<file path="config.mk">
export PLATFORM = sky130hd
export DESIGN_NAME = vga_stream_out
export DESIGN_NICKNAME = d
export VERILOG_FILES = /design/src/rtl/vga_stream_out.sv
export SDC_FILE = /design/constraint.sdc
export NUM_CORES = 1
export LEC_CHECK = 0
export CORE_MARGIN = 1
export CORE_UTILIZATION = 40
export DETAILED_ROUTE_END_ITERATION = 10
export PLACE_DENSITY = 0.58
export SETUP_SLACK_MARGIN = 0.1
export SYNTH_ARGS = -nofsm -noshare
export SYNTH_HDL_FRONTEND = slang
export SYNTH_SLANG_ARGS = --single-unit
</file>
<file path="constraint.sdc">
create_clock -name clk -period 2.69 [get_ports clk]
set_clock_uncertainty 0.2 [all_clocks]
set_input_delay 0.538 -clock clk [delete_from_list [all_inputs] [get_ports clk]]
set_output_delay 0.538 -clock clk [all_outputs]
set_load 0.1 [all_outputs]
</file>
<file path="src/rtl/vga_stream_out.sv">
// Pixel FIFO replayed against free-running VGA raster timing; registered
// hsync/vsync/de/data outputs and a sticky underflow flag.
module vga_stream_out #(
  parameter int H_ACTIVE = 640,
  parameter int H_FP     = 16,
  parameter int H_SYNC   = 96,
  parameter int H_BP     = 48,
  parameter int V_ACTIVE = 480,
  parameter int V_FP     = 10,
  parameter int V_SYNC   = 2,
  parameter int V_BP     = 33,
  parameter int DEPTH    = 16,
  parameter int PREFILL  = 8
) (
  input  logic       clk,
  input  logic       rst,
  input  logic [7:0] pix_data,
  input  logic       pix_valid,
  output logic       pix_ready,
  output logic [7:0] vga_data,
  output logic       vga_de,
  output logic       vga_hsync,
  output logic       vga_vsync,
  output logic       underflow,
  output logic       running
);
  localparam int H_TOT = H_ACTIVE + H_FP + H_SYNC + H_BP;
  localparam int V_TOT = V_ACTIVE + V_FP + V_SYNC + V_BP;
  localparam int HW    = $clog2(H_TOT);
  localparam int VW    = $clog2(V_TOT);
  localparam int AW    = $clog2(DEPTH);
  localparam int LW    = AW + 1;

  localparam logic [0:0] ST_PREFILL = 1'b0;
  localparam logic [0:0] ST_RUN     = 1'b1;

  logic [0:0]    state;
  logic [HW-1:0] h_cnt;
  logic [VW-1:0] v_cnt;
  logic [7:0]    mem [DEPTH];
  logic [AW-1:0] wr_ptr;
  logic [AW-1:0] rd_ptr;
  logic [LW-1:0] level;
  logic          run;
  logic          full;
  logic          empty;
  logic          act;
  logic          push;
  logic          pop;
  logic          h_sync_on;
  logic          v_sync_on;

  assign run       = (state == ST_RUN);
  assign full      = (level == LW'(DEPTH));
  assign empty     = (level == '0);
  assign act       = run && (int'(h_cnt) < H_ACTIVE) && (int'(v_cnt) < V_ACTIVE);
  assign push      = pix_valid && !full;
  assign pop       = act && !empty;
  assign h_sync_on = run && (int'(h_cnt) >= H_ACTIVE + H_FP)
                         && (int'(h_cnt) <  H_ACTIVE + H_FP + H_SYNC);
  assign v_sync_on = run && (int'(v_cnt) >= V_ACTIVE + V_FP)
                         && (int'(v_cnt) <  V_ACTIVE + V_FP + V_SYNC);
  assign pix_ready = !full;
  assign running   = run;

  // Counters sit at zero until the FIFO holds enough to start; once running,
  // the raster never stalls on FIFO state.
  always_ff @(posedge clk) begin
    if (rst) begin
      state <= ST_PREFILL;
      h_cnt <= '0;
      v_cnt <= '0;
    end else if (!run) begin
      if (level >= LW'(PREFILL)) state <= ST_RUN;
    end else if (int'(h_cnt) == H_TOT - 1) begin
      h_cnt <= '0;
      v_cnt <= (int'(v_cnt) == V_TOT - 1) ? '0 : v_cnt + VW'(1);
    end else begin
      h_cnt <= h_cnt + HW'(1);
    end
  end

  always_ff @(posedge clk) begin
    if (rst) begin
      wr_ptr <= '0;
      rd_ptr <= '0;
      level  <= '0;
    end else begin
      if (push) wr_ptr <= wr_ptr + AW'(1);
      if (pop)  rd_ptr <= rd_ptr + AW'(1);
      if (push && !pop)      level <= level + LW'(1);
      else if (pop && !push) level <= level - LW'(1);
    end
  end

  always_ff @(posedge clk) begin
    if (push) mem[wr_ptr] <= pix_data;
  end

  always_ff @(posedge clk) begin
    if (rst) begin
      vga_data  <= 8'h00;
      vga_de    <= 1'b0;
      vga_hsync <= 1'b1;
      vga_vsync <= 1'b1;
      underflow <= 1'b0;
    end else begin
      vga_de    <= act;
      vga_data  <= pop ? mem[rd_ptr] : 8'h00;
      vga_hsync <= !h_sync_on;
      vga_vsync <= !v_sync_on;
      if (act && empty) underflow <= 1'b1;
    end
  end
endmodule

</file>
==> results.sh <==
export IMPL_final_max_slew_violation_count=0
export IMPL_syn_cell_area_sq_um=7040
export IMPL_r2r_start="level[3]"
export IMPL_drc=0
export IMPL_multi_input_area_sq_um=2190
export IMPL_grt_pass1_vias=3951
export IMPL_grt_pass1_wl_um=21500
export IMPL_port_buffers=24
export IMPL_ff2ff_path_depth=11
export IMPL_rr_endpoint="level[4]"
export IMPL_crit_family="simple AND/OR/NAND/NOR gates"
export IMPL_startpoint="level[3]"
export IMPL_drtPass1Iterations=4
export IMPL_use_met1=0.220
export IMPL_cts_buffer_depth=2
export IMPL_cts_tree="done"
export IMPL_synth_edff_count=128
export IMPL_initial_utilization=0.409
export IMPL_yosys_warnings=0
export IMPL_p_sw_mw=2.17
export IMPL_synth_area_leaders="edfxtp_1 (55%), dfxtp_1 (13%), mux4_2 (10%)"
export IMPL_pin_count=25
export IMPL_layout_min_cycle_time_ns=2.54
export IMPL_hold_viol=0
export IMPL_postPlaceCellArea_sq_um=7830
export IMPL_area_growth_syn_to_layout_pct=19.5
export IMPL_power_density_nw_per_um2=878
export IMPL_fillers=1449
export IMPL_grt_max_degree=23
export IMPL_clk_pin_slew_worst_paths_ns=0.07
export IMPL_synth_top_area_share=0.546
export IMPL_ys_types=48
export IMPL_cpPeakStageDelay_ns=0.35
export IMPL_stdcell_area_sq_um=8420
export IMPL_drive_above_1_share=0.281
export IMPL_wl_per_cell_um=17.9
export IMPL_grt_busiest_layer="met2"
export IMPL_hold_start="underflow"
export IMPL_critical_path_class="reg2reg"
export IMPL_clock_latency_ns=0.42
export IMPL_holdCritPathClass="reg2reg"
export IMPL_synth_nets=471
export IMPL_tns_ns=0
export IMPL_die_h_um=135
export IMPL_p_sw_frac=0.293
export IMPL_tightest_slew_ns=0.660
export IMPL_synth_area_per_cell_sq_um=15.8
export IMPL_worst_setup_path_end_kind="flip-flop"
export IMPL_synth_seq_cells=174
export IMPL_antenna_found_initial=0
export IMPL_htreeDepth=4
export IMPL_yosysSeqAreaShare=0.676
export IMPL_max_freq_mhz=393
export IMPL_synth_top_area_cell="edfxtp_1"
export IMPL_crit_fanout=4
export IMPL_final_antenna_net_count=0
export IMPL_holdWs_ns=0.282
export IMPL_seq_power_share=0.426
export IMPL_grt_setup_unrepaired="yes"
export IMPL_synth_flop_cell="edfxtp_1"
export IMPL_vdd_drop_max_mv=0.724
export IMPL_core_sq_um=17200
export IMPL_relSlewSlack=0.559
export IMPL_internal_power_mw=5.22
export IMPL_drt_iter0_drc=267
export IMPL_worst_setup_path_start_kind="flip-flop"
export IMPL_hold_depth=2
export IMPL_grtUsageMet2=0.255
export IMPL_cts_root_buf="clkbuf_16"
export IMPL_leakagePower_nw=2.84
export IMPL_period_share=0.945
export IMPL_cts_sinks=174
export IMPL_crit_chain="nor4_4 -> and2b_2 -> nor2_4 -> inv_2 -> ha_4 -> fa_2 -> inv_1 -> a21o_1 -> a21oi_2 -> mux2i_1 -> mux2_2"
export IMPL_dp_hpwl_um=9050
export IMPL_use_met3=0.0372
export IMPL_finalPower_mw=7.39
export IMPL_core_rowCount=48
export IMPL_status="completed"
export IMPL_routabilityCongestion=0.787
export IMPL_die_w_um=135
export IMPL_crit_slowest_cell="dfxtp_2"
export IMPL_combPwrFrac=0.250
export IMPL_cap_violations=0
export IMPL_cp_num_buf_inv=2
export IMPL_regArea_sq_um=4770
export IMPL_final_cells=751
export IMPL_cts_made_buffers=17
export IMPL_rrSetupSlack_ns=0.15
export IMPL_diodes=0
export IMPL_pwr_share_clk=0.324
export IMPL_vias_per_cell=5.14
export IMPL_dieArea_sq_um=18100
export IMPL_hold_end="underflow"
export IMPL_vias=3858
export IMPL_wirelength_um=13400
export IMPL_cp_data_required_time_ns=2.80
export IMPL_nNetsFinal=538
export IMPL_overflow=0
export IMPL_track_usage=0.162
export IMPL_crit_arrival_ns=2.65
export IMPL_synth_cells=446
export IMPL_setup_violations_final=0
export IMPL_dp_cells=718
export IMPL_synthArstFlopShare=0
## Yosys cell counts (3+ instances only)
library cell / number
and3_1: 4
edfxtp_1: 128
inv_1: 13
nand4_1: 9
o22ai_1: 4
xnor2_1: 9
nor3_1: 15
ha_1: 13
a22oi_1: 10
o21ai_0: 3
buf_2: 5
clkbuf_1: 6
a21oi_1: 12
xor2_1: 18
buf_6: 3
buf_4: 4
mux2i_1: 4
nand3_1: 5
nand2b_1: 4
dfxtp_1: 46
mux4_2: 32
nor2_1: 49
nand2_1: 17
nor2b_1: 5
## stage by stage
stage,utilization,setup slack [ns]
floorplan,-,0.0643
global placement,0.454,-0.0972
global route,0.488,0.0265
detailed placement,0.454,-0.131
CTS,0.488,0.101
finish,0.488,0.147
## cell families (layout without fill, tap and decap cells)
group / Yosys count / in the layout / synth area share
DFF: 174 / 174 / 0.676
and+or+nand+nor: 126 / 126 / 0.0966
muxes: 37 / 37 / 0.110
AOI/OAI and AO/OA: 35 / 35 / 0.0341
buffers and inverters: 33 / 113 / 0.0238
xor gates and xnor gates: 27 / 27 / 0.0336
adders and majority gates: 14 / 14 / 0.0259
## metal layers
| layer | up-vias | routed length, um |
|---|---|---|
| li1 | 1819 | - |
| met1 | 1958 | 6070 |
| met2 | 74 | 6600 |
| met3 | 7 | 647 |
| met4 | 0 | 89 |
| met5 | - | 0 |
## worst min-delay path, cell delays in order, from the launching register on
cell,delay [ns]
dfxtp_1,0.31
inv_1,0.05
o21ai_0,0.07
## cell type report
cell class              instances  area share
clock buffers                  19      0.0538
clock inverters                13      0.0149
inverters                      13     0.00609
multi-input cells             239       0.260
flip-flops and latches        174       0.567
well taps                     225      0.0334
repair buffers                 68      0.0651
## flip-flops by register name, summed over array words and instances (netlist names), 4 cells and up
| name | flops |
|---|---|
| level | 5 |
| mem | 128 |
| h_cnt | 10 |
| wr_ptr | 4 |
| rd_ptr | 4 |
| vga_data | 8 |
| v_cnt | 10 |
## cells in the final DEF (no fill, tap or decap), types with 9 or more instances in the layout
master	n
clkdlybuf4s50_1	10
a22oi_1	10
nand4_1	9
edfxtp_1	128
buf_4	57
xnor2_1	9
nor3_1	15
ha_1	11
nand2_1	17
clkbuf_16	17
nor2_1	48
inv_1	11
xor2_1	18
dfxtp_1	41
a21oi_1	10
mux4_2	32
## power by group through the flow
stage | registers [mW] | clock network [mW] | logic [mW]
after detailed placement | 3.20 | 0 | 1.85
final | 3.15 | 2.39 | 1.85
after CTS | 3.15 | 2.45 | 1.85
after global routing | 3.17 | 2.55 | 2.01
after global placement | 3.20 | 0 | 1.82
after floorplan | 3.41 | 0 | 1.11
## how the worst max path moves through the flow
stage | to | slack, ns | cells past startpoint
3_3_place_gp | level[4] | -0.1 | 9
4_1_cts | level[4] | 0.10 | 11
6_report | level[4] | 0.15 | 11
2_1_floorplan | level[4] | 0.06 | 11
5_1_grt | level[4] | 0.03 | 11
3_5_place_dp | level[4] | -0.13 | 9
## what timing repair did
item	4_1_cts	5_1_grt
resized for setup	1	4
buffers inserted	0	1
endpoints found under the setup margin	1	2
hold buffers	0	0
pin swaps	0	2
(Power assumes the default switching activity.)
